==> src/rtl/dt_pkg.sv <==
// Shared definitions for the dynamic-tree array and its host-side feeder:
// tree command encodings, feeder FSM states and default geometry.
package dt_pkg;

    // Default geometry of the attached tree.
    localparam int unsigned DefaultHbit      = 7;
    localparam int unsigned DefaultTreeLevel = 4;

    // Commands presented at the tree root; the fourth encoding is never driven.
    typedef enum logic [1:0] {
        CmdNoMessage = 2'd0,
        CmdWrite     = 2'd1,
        CmdRead      = 2'd2
    } dt_cmd_e;

    // Feeder sequencing states.
    typedef enum logic [2:0] {
        StIdle,
        StLoad,
        StSettle,
        StRead,
        StCapture,
        StEmit
    } feeder_state_e;

endpackage

==> src/rtl/dt_result_fifo.sv <==
// Result buffer for dt_feeder: single-cycle write, first-word-fall-through read.
// Storage is not reset; only the pointers are, which discards the contents.
module dt_result_fifo
    import dt_pkg::*;
#(
    parameter int unsigned Depth = 5,
    parameter int unsigned Width = 8
) (
    input  logic             clk,
    input  logic             rst_n,
    input  logic             wr_en,
    input  logic [Width-1:0] wr_data,
    input  logic             rd_en,
    output logic [Width-1:0] rd_data,
    output logic             empty
);

    localparam int unsigned PtrW = (Depth > 1) ? $clog2(Depth) : 1;
    localparam int unsigned CntW = $clog2(Depth + 1);
    localparam logic [PtrW-1:0] LastPtr = PtrW'(Depth - 1);
    localparam logic [CntW-1:0] FullCnt = CntW'(Depth);

    logic [Width-1:0] mem_q [Depth];
    logic [PtrW-1:0]  wr_ptr_q, rd_ptr_q;
    logic [CntW-1:0]  count_q;
    logic             do_wr, do_rd;

    function automatic logic [PtrW-1:0] ptr_inc(input logic [PtrW-1:0] p);
        return (p == LastPtr) ? '0 : p + 1'b1;
    endfunction

    assign empty   = (count_q == '0);
    assign do_wr   = wr_en && (count_q != FullCnt);
    assign do_rd   = rd_en && !empty;
    assign rd_data = mem_q[rd_ptr_q];

    // Data storage write port.
    always_ff @(posedge clk) begin
        if (do_wr) begin
            mem_q[wr_ptr_q] <= wr_data;
        end
    end

    // Pointer and occupancy bookkeeping.
    always_ff @(posedge clk or negedge rst_n) begin
        if (!rst_n) begin
            wr_ptr_q <= '0;
            rd_ptr_q <= '0;
            count_q  <= '0;
        end else begin
            if (do_wr) wr_ptr_q <= ptr_inc(wr_ptr_q);
            if (do_rd) rd_ptr_q <= ptr_inc(rd_ptr_q);
            if (do_wr && !do_rd) count_q <= count_q + 1'b1;
            else if (do_rd && !do_wr) count_q <= count_q - 1'b1;
        end
    end

endmodule

==> src/rtl/dt_feeder.sv <==
// Host-side sequencer for the dynamic-tree array: loads a batch with WRITEs,
// reads every word back through the root and streams the results out.
// Optional feature: define DT_FEEDER_STATS_EN to add the batch_cnt output.
module dt_feeder
    import dt_pkg::*;
#(
    parameter int unsigned HBIT       = DefaultHbit,
    parameter int unsigned TREE_LEVEL = DefaultTreeLevel,
    parameter int unsigned CAP        = TREE_LEVEL + 1,
    parameter int unsigned CMD_LAT    = 2
) (
    input  logic          clk,
    input  logic          rst_n,
    input  logic          in_valid,
    output logic          in_ready,
    input  logic [HBIT:0] in_data,
    input  logic          in_last,
    output logic [1:0]    glob_com,
    output logic [HBIT:0] tree_in,
    input  logic [HBIT:0] tree_out,
    output logic          out_valid,
    input  logic          out_ready,
    output logic [HBIT:0] out_data,
    output logic          out_last,
    output logic          busy,
    output logic          cap_hit
`ifdef DT_FEEDER_STATS_EN
    ,
    output logic [15:0]   batch_cnt
`endif
);

    if (CAP == 0 || CMD_LAT == 0) begin : g_param_check
        $error("dt_feeder: CAP and CMD_LAT must both be at least 1");
    end

    localparam int unsigned CntW = $clog2(CAP + 1);
    localparam int unsigned SetW = $clog2(CMD_LAT + 1);
    localparam logic [CntW-1:0] CapC     = CntW'(CAP);
    localparam logic [SetW-1:0] SettleLast = SetW'(CMD_LAT - 1);

    feeder_state_e state_q, state_d;
    dt_cmd_e       glob_com_q, glob_com_d;
    logic [HBIT:0] tree_in_q, tree_in_d, out_data_q, out_data_d;
    logic          in_ready_q, in_ready_d, out_valid_q, out_valid_d;
    logic          out_last_q, out_last_d, cap_hit_q, cap_hit_d;
    logic [CntW-1:0] cnt_q, cnt_d, rd_cnt_q, rd_cnt_d;
    logic [CntW-1:0] cap_cnt_q, cap_cnt_d, emit_cnt_q, emit_cnt_d, cnt_inc;
    logic [SetW-1:0] settle_q, settle_d;
    // Bit k set means a READ launched k+1 edges ago is in flight.
    logic [CMD_LAT:0] vsr_q, vsr_d;
    logic          in_acc, fifo_wr, fifo_rd, fifo_empty;
    logic [HBIT:0] fifo_rdata;

    assign in_acc = in_valid && in_ready_q;

    dt_result_fifo #(
        .Depth (CAP),
        .Width (HBIT + 1)
    ) u_fifo (
        .clk     (clk),
        .rst_n   (rst_n),
        .wr_en   (fifo_wr),
        .wr_data (tree_out),
        .rd_en   (fifo_rd),
        .rd_data (fifo_rdata),
        .empty   (fifo_empty)
    );

    // Next-state and registered-output computation.
    always_comb begin
        state_d    = state_q;
        glob_com_d = CmdNoMessage;
        tree_in_d  = tree_in_q;
        in_ready_d = in_ready_q;
        out_valid_d = out_valid_q;
        out_data_d = out_data_q;
        out_last_d = out_last_q;
        cap_hit_d  = cap_hit_q;
        cnt_d      = cnt_q;
        rd_cnt_d   = rd_cnt_q;
        emit_cnt_d = emit_cnt_q;
        settle_d   = settle_q;
        cnt_inc    = cnt_q + 1'b1;
        vsr_d      = {vsr_q[CMD_LAT-1:0], 1'b0};
        fifo_wr    = vsr_q[CMD_LAT];
        fifo_rd    = 1'b0;
        cap_cnt_d  = fifo_wr ? cap_cnt_q + 1'b1 : cap_cnt_q;

        unique case (state_q)
            StIdle, StLoad: begin
                if (state_q == StIdle) in_ready_d = 1'b1;
                if (in_acc) begin
                    glob_com_d = CmdWrite;
                    tree_in_d  = in_data;
                    cnt_d      = cnt_inc;
                    if (state_q == StIdle) cap_hit_d = 1'b0;
                    if (in_last || cnt_inc == CapC) begin
                        state_d    = StSettle;
                        in_ready_d = 1'b0;
                        settle_d   = '0;
                        if (!in_last) cap_hit_d = 1'b1;
                    end else begin
                        state_d = StLoad;
                    end
                end
            end
            StSettle: begin
                if (settle_q == SettleLast) begin
                    state_d   = StRead;
                    rd_cnt_d  = '0;
                    cap_cnt_d = '0;
                end else begin
                    settle_d = settle_q + 1'b1;
                end
            end
            StRead: begin
                glob_com_d = CmdRead;
                tree_in_d  = '0;
                vsr_d[0]   = 1'b1;
                rd_cnt_d   = rd_cnt_q + 1'b1;
                if (rd_cnt_q + 1'b1 == cnt_q) state_d = StCapture;
            end
            StCapture: begin
                if (fifo_wr && (cap_cnt_q + 1'b1 == cnt_q)) begin
                    state_d    = StEmit;
                    emit_cnt_d = '0;
                end
            end
            StEmit: begin
                if (out_valid_q && out_ready && out_last_q) begin
                    state_d     = StIdle;
                    cnt_d       = '0;
                    in_ready_d  = 1'b1;
                    out_valid_d = 1'b0;
                    out_last_d  = 1'b0;
                end else if (!out_valid_q || out_ready) begin
                    // Refill the output register whenever it is empty or being taken.
                    if (emit_cnt_q != cnt_q && !fifo_empty) begin
                        fifo_rd     = 1'b1;
                        out_valid_d = 1'b1;
                        out_data_d  = fifo_rdata;
                        out_last_d  = (emit_cnt_q + 1'b1 == cnt_q);
                        emit_cnt_d  = emit_cnt_q + 1'b1;
                    end else begin
                        out_valid_d = 1'b0;
                        out_last_d  = 1'b0;
                    end
                end
            end
            default: state_d = StIdle;
        endcase
    end

    // State and output registers.
    always_ff @(posedge clk or negedge rst_n) begin
        if (!rst_n) begin
            state_q     <= StIdle;
            glob_com_q  <= CmdNoMessage;
            tree_in_q   <= '0;
            in_ready_q  <= 1'b0;
            out_valid_q <= 1'b0;
            out_data_q  <= '0;
            out_last_q  <= 1'b0;
            cap_hit_q   <= 1'b0;
            cnt_q       <= '0;
            rd_cnt_q    <= '0;
            cap_cnt_q   <= '0;
            emit_cnt_q  <= '0;
            settle_q    <= '0;
            vsr_q       <= '0;
        end else begin
            state_q     <= state_d;
            glob_com_q  <= glob_com_d;
            tree_in_q   <= tree_in_d;
            in_ready_q  <= in_ready_d;
            out_valid_q <= out_valid_d;
            out_data_q  <= out_data_d;
            out_last_q  <= out_last_d;
            cap_hit_q   <= cap_hit_d;
            cnt_q       <= cnt_d;
            rd_cnt_q    <= rd_cnt_d;
            cap_cnt_q   <= cap_cnt_d;
            emit_cnt_q  <= emit_cnt_d;
            settle_q    <= settle_d;
            vsr_q       <= vsr_d;
        end
    end

    assign glob_com  = glob_com_q;
    assign tree_in   = tree_in_q;
    assign in_ready  = in_ready_q;
    assign out_valid = out_valid_q;
    assign out_data  = out_data_q;
    assign out_last  = out_last_q;
    assign cap_hit   = cap_hit_q;
    assign busy      = (state_q != StIdle);

`ifdef DT_FEEDER_STATS_EN
    logic [15:0] batch_cnt_q;

    // Completed-batch counter, wrapping naturally at 16 bits.
    always_ff @(posedge clk or negedge rst_n) begin
        if (!rst_n) begin
            batch_cnt_q <= '0;
        end else if (out_valid_q && out_ready && out_last_q) begin
            batch_cnt_q <= batch_cnt_q + 16'd1;
        end
    end

    assign batch_cnt = batch_cnt_q;
`endif

endmodule

==> config.mk <==
export PLATFORM = sky130hd
export DESIGN_NAME = dt_feeder
export DESIGN_NICKNAME = d
export VERILOG_FILES = /design/src/rtl/dt_pkg.sv /design/src/rtl/dt_result_fifo.sv /design/src/rtl/dt_feeder.sv
export SDC_FILE = /design/constraint.sdc
export NUM_CORES = 1
export LEC_CHECK = 0
export ABC_CLOCK_PERIOD_IN_PS = 2700
export CAP_MARGIN = 20
export CELL_PAD_IN_SITES_DETAIL_PLACEMENT = 1
export CELL_PAD_IN_SITES_GLOBAL_PLACEMENT = 1
export CORE_MARGIN = 1
export CORE_UTILIZATION = 25
export CTS_CLUSTER_DIAMETER = 200
export DETAILED_ROUTE_END_ITERATION = 8
export PLACE_DENSITY = 0.59
export SLEW_MARGIN = 30
export SYNTH_ARGS = -nofsm -noshare
export SYNTH_HDL_FRONTEND = slang
export SYNTH_SLANG_ARGS = --single-unit
==> constraint.sdc <==
create_clock -name clk -period 2.7 [get_ports clk]
set_input_delay 0.54 -clock clk [delete_from_list [all_inputs] [get_ports clk]]
set_output_delay 0.54 -clock clk [all_outputs]
set_load 0.1 [all_outputs]
== After elaboration in Yosys (flattened, before gate mapping) ==
Memory sizes are Yosys's and may differ from the RTL's. A register that Yosys moved wholly into a read port is not among the register bits.
Index checks and enable logic that the tools add are counted.

* Output and inout bits: 23
* Memories kept: 1
* Input port bits: 21
* Logic and storage cells: 139
* Register bits after elaboration: 43
* Memory bits (writable): 40

* Reduce and logical (&&, ||, !) cells: 37
* Multiplexer cells: 51
* Bitwise gates (word level): 1
* Equal/unequal tests: 24
* Add/subtract/negate cells: 9

{| class="wikitable"
|+ Memories
! name !! depth !! width !! rd ports !! clocked after memory_dff !! wr ports !! line !! RTL
|-
| u_fifo.mem_q || 5 || 8 || 1 || 1 || 1 || dt_result_fifo.sv:23 || <nowiki>logic [Width-1:0] mem_q [Depth];</nowiki>
|}

{| class="wikitable"
|+ Operators by type and width
! kind !! number
|-
| $mux W3 || 18
|-
| $add A3 B1 Y3 const B || 7
|-
| $mux W1 || 20
|-
| $ne A2 B2 Y1 const B || 10
|-
| $pmux W3 S2 || 3
|-
| $pmux W8 S2 || 1
|-
| $eq A3 B3 Y1 const B || 5
|-
| $pmux W3 S5 || 1
|-
| $reduce_bool A2 Y1 || 7
|-
| $reduce_and A2 Y1 || 5
|-
| $reduce_and A5 Y1 || 2
|-
| $eq A3 B3 Y1 || 3
|-
| $logic_and A1 B1 Y1 || 9
|-
| $mux W2 || 4
|-
| $mux W8 || 1
|-
| $pmux W2 S2 || 2
|-
| $reduce_and A4 Y1 || 2
|-
| $eq A3 B2 Y1 const B || 2
|-
| $logic_not A3 Y1 || 2
|-
| $logic_not A1 Y1 || 5
|-
| $eq A3 B1 Y1 const B || 1
|-
| $ne A3 B3 Y1 || 1
|-
| $ne A3 B3 Y1 const B || 1
|-
| $reduce_and A3 Y1 || 1
|-
| other kinds (8) || 9
|}

== Depth between registers and ports, before layout ==
* Depth after elaboration: 11
* Depth in mapped cells: 12
* Gate-level depth less buffers: 9

== Hierarchy ==
A second synthesis with hierarchy kept.

* Cells, all modules: 315
* Area, all modules: 4177.8 um^2

{| class="wikitable"
|+ Modules (own cells, without submodules)
! module !! instances !! sequential area each (um^2) !! area an instance (um^2) !! cells an instance
|-
| dt_result_fifo || 1 || 1426.4 || 2145.8 || 138
|-
| dt_feeder || 1 || 1026.0 || 2031.9 || 177
|}

== Least setup slack after synthesis ==
Ideal clock, no wire load.

* Path type: reg-to-reg
* Start point: reg out_valid_q, in the netlist out_valid
* End point: reg u_fifo.count_q[2]
* Buffers on the path: 2
* Stages on the path, launching flop included: 12
* Slack: -173 ps
* Clock period less this slack: 2873 ps
* Library setup time: 79 ps
* Required time: 2621 ps
* Arrival time: 2794 ps
* Cells stage by stage: dfrtp_1 inv_1 o2111ai_4 or2_1 buf_6 buf_6 ha_1 inv_1 fa_1 xor2_1 nor2_1 xor2_1

* Longest elaborated chain between the ends: 9
* Elaborated cells on any way between the ends: 13
* Classes of those cells: mux (4); reduce/logical (9)

{| class="wikitable"
|+ RTL lines
! element !! line !! RTL
|-
| start: declaration || dt_feeder.sv:45 || <nowiki>logic in_ready_q, in_ready_d, out_valid_q, out_valid_d;</nowiki>
|-
| start signal: assignment || dt_feeder.sv:177 || <nowiki>out_valid_q <= out_valid_d;</nowiki>
|-
| $logic_not A1 Y1 || dt_feeder.sv:137 || <nowiki>end else if (!out_valid_q || out_ready) begin</nowiki>
|-
| $logic_or A1 B1 Y1 || dt_feeder.sv:137 ||
|-
| $mux W1 || dt_feeder.sv:137 ||
|-
| $mux W1 * || dt_feeder.sv:131 || <nowiki>if (out_valid_q && out_ready && out_last_q) begin</nowiki>
|-
| $mux W1 * || dt_feeder.sv:90 || <nowiki>unique case (state_q)</nowiki>
|-
| $logic_and A1 B1 Y1 * || dt_result_fifo.sv:34 || <nowiki>assign do_rd = rd_en && !empty;</nowiki>
|-
| $logic_not A1 Y1 || dt_result_fifo.sv:53 || <nowiki>if (do_wr && !do_rd) count_q <= count_q + 1'b1;</nowiki>
|-
| $logic_and A1 B1 Y1 || dt_result_fifo.sv:53 ||
|-
| $mux W3 or $reduce_bool A2 Y1 (tied branches) || -- ||
|-
| end signal: assignment || dt_result_fifo.sv:53 ||
|-
| end signal: assignment || dt_result_fifo.sv:54 || <nowiki>else if (do_rd && !do_wr) count_q <= count_q - 1'b1;</nowiki>
|-
| end: declaration || dt_result_fifo.sv:25 || <nowiki>logic [CntW-1:0] count_q;</nowiki>
|}

Mark *: on every way between the ends. The rest lies on a longest branch, timed or not.
A chain may end at the register's enable or synchronous reset.

== Final worst setup path ==
* Start point: in out_ready
* End point: reg u_fifo.count_q[1]

* Longest elaborated chain between the ends: 8
* Elaborated cells on any way between the ends: 12
* Classes of those cells: mux (4); reduce/logical (8)

{| class="wikitable"
|+ RTL lines
! element !! line !! RTL
|-
| start: declaration || dt_feeder.sv:22 || <nowiki>input logic out_ready,</nowiki>
|-
| $logic_or A1 B1 Y1 or $logic_and A1 B1 Y1 (tied branches) || dt_feeder.sv:137, dt_feeder.sv:131 ||
|-
| $mux W1 or $logic_and A1 B1 Y1 (tied branches) || dt_feeder.sv:137, dt_feeder.sv:131 ||
|-
| $mux W1 * || dt_feeder.sv:131 ||
|-
| $mux W1 * || dt_feeder.sv:90 ||
|-
| $logic_and A1 B1 Y1 * || dt_result_fifo.sv:34 ||
|-
| $logic_not A1 Y1 || dt_result_fifo.sv:53 ||
|-
| $logic_and A1 B1 Y1 || dt_result_fifo.sv:53 ||
|-
| $mux W3 or $reduce_bool A2 Y1 (tied branches) || -- ||
|}

Marked as above.

==> results by group <==
Worst setup path
  • CP bufs+invs: 3
  • WP data arrival: 2560 ps
  • CP startpoint kind: input pin
  • CP Data Required Time: 2930 ps
  • Largest delay contributor family on the critical path: buffers and inverters
  • Crit Path Category: in -> reg
  • Setup crit end kind: register
  • CP max-delay cell: clkdlybuf4s50_1
  • Critical path peak fanout: 3
  • Slowest stage delay, CP: 510 ps
  • Cell Chain, Critical Path: clkdlybuf4s50_1 > buf_4 > o2111ai_4 > or2_1 > ha_1 > inv_1 > fa_1 > mux2_2

Yosys
  • Mapped Area: 0.00406 mm²
  • Net Count, Synth: 326
  • Synth Flop Type: dfrtp_1
  • Yosys top cell by area: dfrtp_1
  • Post-synth EDFFs: 40
  • Average cell area after synthesis: 13.8 µm²
  • Synth Warn #: 0
  • Sequential fraction of the synthesis area: 60.5%
  • Post-Syn Instances: 293
  • Yosys top cell area share: 30.8%
  • Unique masters post-synth: 54
  • Share of flip-flops with an asynchronous set or reset: 55.6%
  • Seq cells post-synth: 90
  • Dominant cells by area after synthesis: dfrtp_1 31%, edfxtp_1 30%, mux4_2 4.4%

Placement
  • DP HPWL: 6220 µm
  • RD Place Congestion: 0.692
  • PortBufs: 43
  • Dpl ws: -4.05 ps
  • Placed cells: 558

Power and ir drop
  • P_leak: 2.04 nW
  • Pwr Total: 0.00656 W
  • Pwr/cell area: 1290 mW/mm²
  • Maximum VDD drop: 539 µV

Finish
  • Commonest non-fill, non-tap cell in the layout: dfrtp_1
  • Most frequent cells in the layout: 48 x dfrtp_1, 42 x buf_4, 40 x edfxtp_1
  • Filler instances: 1719
  • Finished Layout Cells: 574
  • Fin nets: 386
  • FF+latch area: 0.00245 mm²
  • # diodes: 0
  • Multi-input gate area: 0.00148 mm²
  • Area grow syn2layout: 25.0%
  • Fraction of layout cells with a size suffix above 1: 26.0%

Detailed routing
  • Routed WL: 8920 µm
  • Drt drc: 0
  • DR pass1 iterations: 4
  • DR vias/cell: 4.44
  • Wire per inst: 15.5 µm
  • DR vias: 2547
  • Antenna Nets Post-Route: 0
  • Initial DRC Count: 181

Clocking
  • Root Driver: clkbuf_16
  • Number of CTS-inserted buffers: 9
  • Setup Buffers After CTS: 0
  • CTS tree: done
  • TritonCTS Sinks: 90
  • # hold bufs at CTS: 0
  • Post-CTS Resized: 0
  • CTS HTree Levels: 3
  • Clock Tree Buf Depth: 2
  • CTS clk-pin slew, worst paths: 70 ps
  • Clock Latency Late Sink: 340 ps

Die
  • Die area: 0.0167 mm²
  • Die height: 129 µm
  • Chip width: 129 µm
  • Initial core utilization: 25.5%
  • # rows: 46
  • Core ar.: 0.0159 mm²
  • I/O Pins: 44

STA
  • Worst setup margin: 370 ps
  • Final period demand of the worst path: 2330 ps
  • Hold Fails Final Rpt: 0
  • Final worst-path cycle share: 86.3%
  • Clk_skew: 8.92 ps
  • Final setup fails: 0
  • RSZ-0062 raised after global routing: false
  • Worst-Margin Slew: 686 ps
  • Setup_tns: 0 ps
  • Max Fclk: 429 MHz
  • Hold Slack: 40.9 ps
  • Slew Limit Fails: 0
  • Max transition margin: 54.3%

Job
  • Max Cap Viol: 0

Global routing
  • Congestion Overflow GR: 0
  • GRT Util Overall: 11.9%
  • Largest net degree at the start of global routing: 24
  • First-pass GRT wire length: 14900 µm
  • Vias in the first global route: 2818
  • Initial antenna violation count: 0

Hold path
  • Tightest Hold Check Type: in -> async

Outcome
  • Outcome: finished clean
-- cell type report --
class	instances	area share, %
clock inverter	7	1.53
clock buffer	9	4.44
timing repair buffer	62	10.1
tap	216	5.33
multi-input combinational	176	29.2
sequential	90	48.4
inverter	14	1.04
-- path summary, 6_finish.rpt --
check | end | from | cells past startpoint | slack, ps
max in group asynchronous | out_last | rst_n | 2 | 2060
worst max-delay path | u_fifo.count_q[1] | out_ready | 8 | 370
worst min-delay path | cap_cnt_q[0] | rst_n | 1 | 40
min in group clk | vsr_q[2] | vsr_q[1] | 0 | 350
worst max register to register | u_fifo.count_q[2] | u_fifo.count_q[0] | 9 | 470
worst min register to register | vsr_q[2] | vsr_q[1] | 0 | 350
-- layer usage --
metal	global-route usage, %	share of wire (%)
met5	0	0
met3	2.89	2.8
met4	3.53	0.84
met1	14.6	45
met2	20.6	51
-- logic make-up (layout without fill, tap and decap cells) --
kind of cell	Yosys count	count (layout)	share of synthesized area, %
simple gates	68	68	8.85
compound gates	50	50	8.76
flops	90	90	60.5
buf+inv	27	92	3.08
mux	29	29	10.6
xor+xnor	17	17	4.38
fa+ha+maj	12	12	3.89
-- where the power goes --
part / total (W) / leakage (nW) / switching [W] / internal [W]
sequential: 0.00214 / 0.976 / 0.000373 / 0.00177
clock: 0.00127 / 0.147 / 0.000604 / 0.000662
combinational: 0.00315 / 0.914 / 0.00203 / 0.00112
total: 0.00656 / 2.04 / 0.00301 / 0.00355
-- sequential cells by signal, summed over array words and instances (netlist names), 2 cells and up --
register,cells
cap_cnt_q,3
cnt_q,3
emit_cnt_q,3
glob_com,2
out_data,8
rd_cnt_q,3
settle_q,2
state_q,3
tree_in,8
u_fifo.count_q,3
u_fifo.mem_q,40
u_fifo.rd_ptr_q,3
u_fifo.wr_ptr_q,3
vsr_q,2
-- cell usage after synthesis, drive strengths merged, types with 4 or more instances --
cell type and number:
buf 9, o21ai 17, o211ai 6, nor2 11
nand2 22, dfrtp 50, edfxtp 40, clkbuf 4
mux4 8, a22o 8, a21oi 7, ha 11
xnor2 6, nand3 6, mux2 19, inv 14
nor4 4, xor2 9
-- stage by stage --
step                      utilization, %  instance area, µm²
after floorplan                        -                4060
after global placement              30.0                4770
after detailed placement            30.0                4770
after CTS                           31.9                5070
after global routing                31.9                5070
final                               31.9                5070
Power figures use the tool's default switching activity.
